`src/rtl/button_conditioner.sv`:
```
// ---------------------------------------------------------------------------
// button_conditioner
//
// Conditions a raw, bouncing push-button into a clean debounced level and a
// one-cycle step strobe, with optional auto-repeat while the button is held.
//
// Ports
//   clk        in   sole clock, rising edge
//   rst        in   synchronous reset, active-low
//   button_in  in   raw push-button, active-high, asynchronous, may bounce
//   repeat_en  in   auto-repeat enable, synchronous to clk
//   btn_level  out  debounced button state (registered)
//   btn_pulse  out  one-cycle step strobe (registered)
//   fsm_state  out  current FSM state encoding, for observation only
//
// Handshake: none. btn_pulse is a plain one-cycle strobe with no ready; a
// downstream consumer must sample it on every rising edge of clk.
// ---------------------------------------------------------------------------
module button_conditioner #(
  parameter int unsigned DEBOUNCE_CYCLES = 4,
  parameter int unsigned HOLD_CYCLES     = 8,
  parameter int unsigned REPEAT_CYCLES   = 3
) (
  input  logic       clk,
  input  logic       rst,
  input  logic       button_in,
  input  logic       repeat_en,
  output logic       btn_level,
  output logic       btn_pulse,
  output logic [2:0] fsm_state
);

  typedef enum logic [2:0] {
    IDLE         = 3'd0,
    PRESS_WAIT   = 3'd1,
    PRESSED      = 3'd2,
    REPEAT       = 3'd3,
    RELEASE_WAIT = 3'd4
  } state_e;

  // Terminal counts: each state counts 0..LIMIT-1 and acts on the last value,
  // so the counter never reaches its limit and never wraps.
  localparam logic [15:0] DEB_LAST = 16'(DEBOUNCE_CYCLES - 1);
  localparam logic [15:0] HLD_LAST = 16'(HOLD_CYCLES - 1);
  localparam logic [15:0] REP_LAST = 16'(REPEAT_CYCLES - 1);

  logic        sync1_q, sync2_q;
  state_e      state_q, state_d;
  logic [15:0] cnt_q, cnt_d;
  logic        level_q, level_d;
  logic        pulse_q, pulse_d;
  logic        s;

  // Second synchronizer flop is the only view of the button the FSM gets.
  assign s = sync2_q;

  always_ff @(posedge clk) begin
    if (!rst) begin
      sync1_q <= 1'b0;
      sync2_q <= 1'b0;
      state_q <= IDLE;
      cnt_q   <= 16'd0;
      level_q <= 1'b0;
      pulse_q <= 1'b0;
    end else begin
      sync1_q <= button_in;
      sync2_q <= sync1_q;
      state_q <= state_d;
      cnt_q   <= cnt_d;
      level_q <= level_d;
      pulse_q <= pulse_d;
    end
  end

  always_comb begin
    state_d = state_q;
    cnt_d   = cnt_q;
    level_d = level_q;
    pulse_d = 1'b0;

    case (state_q)
      IDLE: begin
        level_d = 1'b0;
        cnt_d   = 16'd0;
        if (s) begin
          state_d = PRESS_WAIT;
        end
      end

      PRESS_WAIT: begin
        if (!s) begin
          state_d = IDLE;
          cnt_d   = 16'd0;
        end else if (cnt_q == DEB_LAST) begin
          state_d = PRESSED;
          cnt_d   = 16'd0;
          level_d = 1'b1;
          pulse_d = 1'b1;
        end else begin
          cnt_d = cnt_q + 16'd1;
        end
      end

      PRESSED: begin
        if (!s) begin
          state_d = RELEASE_WAIT;
          cnt_d   = 16'd0;
        end else if (!repeat_en) begin
          // Hold timer only runs while auto-repeat is enabled.
          cnt_d = 16'd0;
        end else if (cnt_q == HLD_LAST) begin
          state_d = REPEAT;
          cnt_d   = 16'd0;
          pulse_d = 1'b1;
        end else begin
          cnt_d = cnt_q + 16'd1;
        end
      end

      REPEAT: begin
        if (!s) begin
          state_d = RELEASE_WAIT;
          cnt_d   = 16'd0;
        end else if (!repeat_en) begin
          state_d = PRESSED;
          cnt_d   = 16'd0;
        end else if (cnt_q == REP_LAST) begin
          cnt_d   = 16'd0;
          pulse_d = 1'b1;
        end else begin
          cnt_d = cnt_q + 16'd1;
        end
      end

      RELEASE_WAIT: begin
        // Level stays high until the release is confirmed; a bounce back to
        // high returns to PRESSED silently and restarts the hold timer.
        if (s) begin
          state_d = PRESSED;
          cnt_d   = 16'd0;
        end else if (cnt_q == DEB_LAST) begin
          state_d = IDLE;
          cnt_d   = 16'd0;
          level_d = 1'b0;
        end else begin
          cnt_d = cnt_q + 16'd1;
        end
      end

      default: begin
        state_d = IDLE;
        cnt_d   = 16'd0;
        level_d = 1'b0;
      end
    endcase
  end

  assign btn_level = level_q;
  assign btn_pulse = pulse_q;
  assign fsm_state = state_q;

endmodule
```
`config.mk`:
```
export PLATFORM = sky130hd
export DESIGN_NAME = button_conditioner
export DESIGN_NICKNAME = d
export VERILOG_FILES = /design/src/rtl/button_conditioner.sv
export SDC_FILE = /design/constraint.sdc
export NUM_CORES = 1
export LEC_CHECK = 0
export CORE_MARGIN = 1
export CORE_UTILIZATION = 40
export DETAILED_ROUTE_END_ITERATION = 10
export PLACE_DENSITY = 0.55
export SLEW_MARGIN = 20
export SYNTH_ARGS = -nofsm -noshare
export SYNTH_HDL_FRONTEND = slang
export SYNTH_SLANG_ARGS = --single-unit
```
`constraint.sdc`:
```
create_clock -name clk -period 1.9 [get_ports clk]
set_input_delay 0.19 -clock clk [delete_from_list [all_inputs] [get_ports clk]]
set_output_delay 0.19 -clock clk [all_outputs]
set_load 0.005 [all_outputs]
```
==> flow_summary.ini <==
[run_status]
status = complete, no violations

[cts]
cts_root_buf = clkbuf_4
clk_latency_ns = 0.32
post_cts.repair.setup_buffers = 0
post_cts_resized = 0
cts_hold_buf = 0
numCtsBuffers = 3
tritoncts = yes
clk_path_buf_depth = 2
clock-sinks = 23
clkSlewWorstSetupHoldPaths_ns = 0.14
cts_max_level = 1

[grt]
globalRouteTotalUtil = 0.163
grt_pass1_vias = 921
grt.overflow.total = 0
antenna_found_initial = 0
grt_pass1_wl_mm = 4.24
grt_max_degree = 17

[synthesis]
synth-edff-count = 0
synth_flop_cell = dfxtp_1
synthAdderAreaFrac = 0.0192
synthCells = 132
ys_types = 43
synth_top_family_by_area = simple AND/OR/NAND/NOR gates
synth-seq-cells = 23
synth_xor_area_frac = 0.0939
yosysWarnings = 0
synth_compound_area_frac = 0.178
yosys.area_share.simple = 0.299
synth_seq_area_share = 0.352
syn_avg_cell_area_um2 = 9.90
synth_area_mm2 = 0.00131
async_flop_share = 0
synth_mux_area_frac = 0
syn-num-nets = 138

[timing]
tightest_slew_ns = 0.385
clock_skew_ns = 0.00974
rsz0062_at_grt = no
setup_violations = 0
slew_violations = 0
fin_setup_tns_ns = 0
post-route-worst-setup-slack_ns = 0.207
period_minus_slack_ns = 1.69
fmax_mhz = 591
period_share = 0.891
maxSlewHeadroom = 0.743
hold_viol_final = 0

[floorplan]
core_area_mm2 = 0.00308
die_w_um = 59.1
ios = 9
fp-row-count = 20
die_h_um = 59.1
die-area_mm2 = 0.00350
initial_core_util = 0.424

[route]
wl_met2_mm = 1.23
drt-initial-drc-count = 45
routed_wl_mm = 2.50
route.top_layer_used = met4
antenna_left = 0
firstDrtPassIters = 4
vias = 1008
drc = 0
via_per_inst = 5.36
routedWlPerCell_um = 13.3
route.met3.wl_um = 48
wl_met1_mm = 1.20

[worst_setup_path]
startpoint_type = flip-flop
timing.critical_path.required_ns = 2.12
cp.arrival_ns = 1.91
worstPathMaxFanout = 6
crit_type = flip-flop to flip-flop
end_kind = flip-flop

[cells_and_area]
drive_gt1_frac = 0.215
nets = 151
syn2layout_area_growth_pct = 12.0
diodes = 0

[power_and_ir_drop]
power_leakage_nw = 0.427
vdd_drop_max_mv = 0.256
powerDensity_mw_per_mm2 = 509

[placement]
io_buffer_count = 8
gp_congestion = 0.821
place_ws_ns = 0.188
hpwl_mm = 1.79

[hold_path]
hold_class = primary input to flip-flop

[flow_run]
drv_cap = 0
==> worst max-delay path, cell delays in order (launching register included) <==
cell     delay (ns)
dfxtp_1        0.39
ha_1           0.19
nor4b_4        0.23
nand4_2        0.25
and3_1         0.26
o31a_1         0.28
==> logic make-up after synthesis <==
logic type	Yosys count
buffers and inverters	9
AO/OA/AOI/OAI	29
adder cells (fa/ha/maj)	2
AND/OR/NAND/NOR	55
XOR/XNOR	14
flip-flops	23
==> flip-flops by register name (all words and copies together) (netlist names) <==
signal and count:
cnt_q 16, fsm_state 3, btn_level 1, btn_pulse 1
s 1, sync1_q 1
==> routing by layer <==
layer,track usage,vias up
li1,-,514
met1,0.204,476
met2,0.274,16
met3,0.0328,2
met4,0.0612,0
met5,0,-
==> synth_stat cells (all sizes together), types with 2 or more instances <==
cell type / instances / area (µm²)
nor4b: 3 / 41.3
and4: 3 / 26.3
nand3b: 2 / 15.0
and3: 2 / 12.5
nor3: 4 / 25.0
a2111oi: 2 / 23.8
xor2: 6 / 52.6
nand2b: 3 / 18.8
ha: 2 / 25.0
nor4: 5 / 52.6
inv: 3 / 11.3
nor2: 6 / 22.5
buf: 6 / 63.8
a21oi: 17 / 134
dfxtp: 23 / 460
nand2: 7 / 26.3
nor3b: 2 / 15.0
a31oi: 2 / 12.5
nand3: 5 / 25.0
and2: 3 / 18.8
nand4: 7 / 65.1
or3b: 2 / 20.0
xnor2: 8 / 70.1
o21ai: 2 / 13.8
==> report_power, final <==
part	internal [W]	total (W)	leakage [nW]	switching, W
clock	0.0000787	0.000235	0.0177	0.000156
sequential	0.000485	0.000488	0.186	0.00000317
combinational	0.0000122	0.0000224	0.223	0.0000102
==> cell type report <==
class / count / area [µm²]
Timing Repair Buffer: 14 / 138
Clock buffer: 3 / 22.5
Inverter: 3 / 11.3
Sequential cell: 23 / 460
Clock inverter: 1 / 5.00
Tap cell: 44 / 55.1
Multi-Input combinational cell: 100 / 771
Fill cell: 300 / 1620
==> worst paths after layout <==
kind,from,endpoint,slack (ns),cells after the start
setup reg to reg,cnt_q[0],fsm_state[0],0.21,5
setup / recovery,cnt_q[0],fsm_state[0],0.21,5
hold / removal,button_in,sync1_q,0.43,2
hold reg to reg,sync1_q,s,0.46,1
==> metrics by stage <==
stage | total power (W) | util | instances | area [µm²] | hold slack [ns]
finish | 0.000745 | 0.475 | 188 | 1460 | 0.431
global route | 0.000783 | 0.475 | 188 | 1460 | 0.418
CTS | 0.000751 | 0.475 | 188 | 1460 | 0.437
detailed placement | 0.000521 | 0.466 | 184 | 1440 | 0.435
global placement | 0.000521 | 0.466 | 184 | 1440 | 0.422
floorplan | 0.000509 | - | 132 | 1310 | 0.312
==> cells in the final DEF (no fill, tap or decap), types with 3 or more instances in the layout <==
master and n:
dfxtp_1 23, a21oi_2 10, xnor2_1 8, clkdlybuf4s50_1 8
nand2_1 7, nor2_1 6, xor2_1 6, a21oi_1 6
nand4_1 5, nand3_1 5, buf_4 5, inv_1 3
nor3_1 3, nand2b_1 3, and4_1 3, and2_1 3
nor4_1 3, clkbuf_4 3
Note: power is estimated with default switching activity, not from simulation.
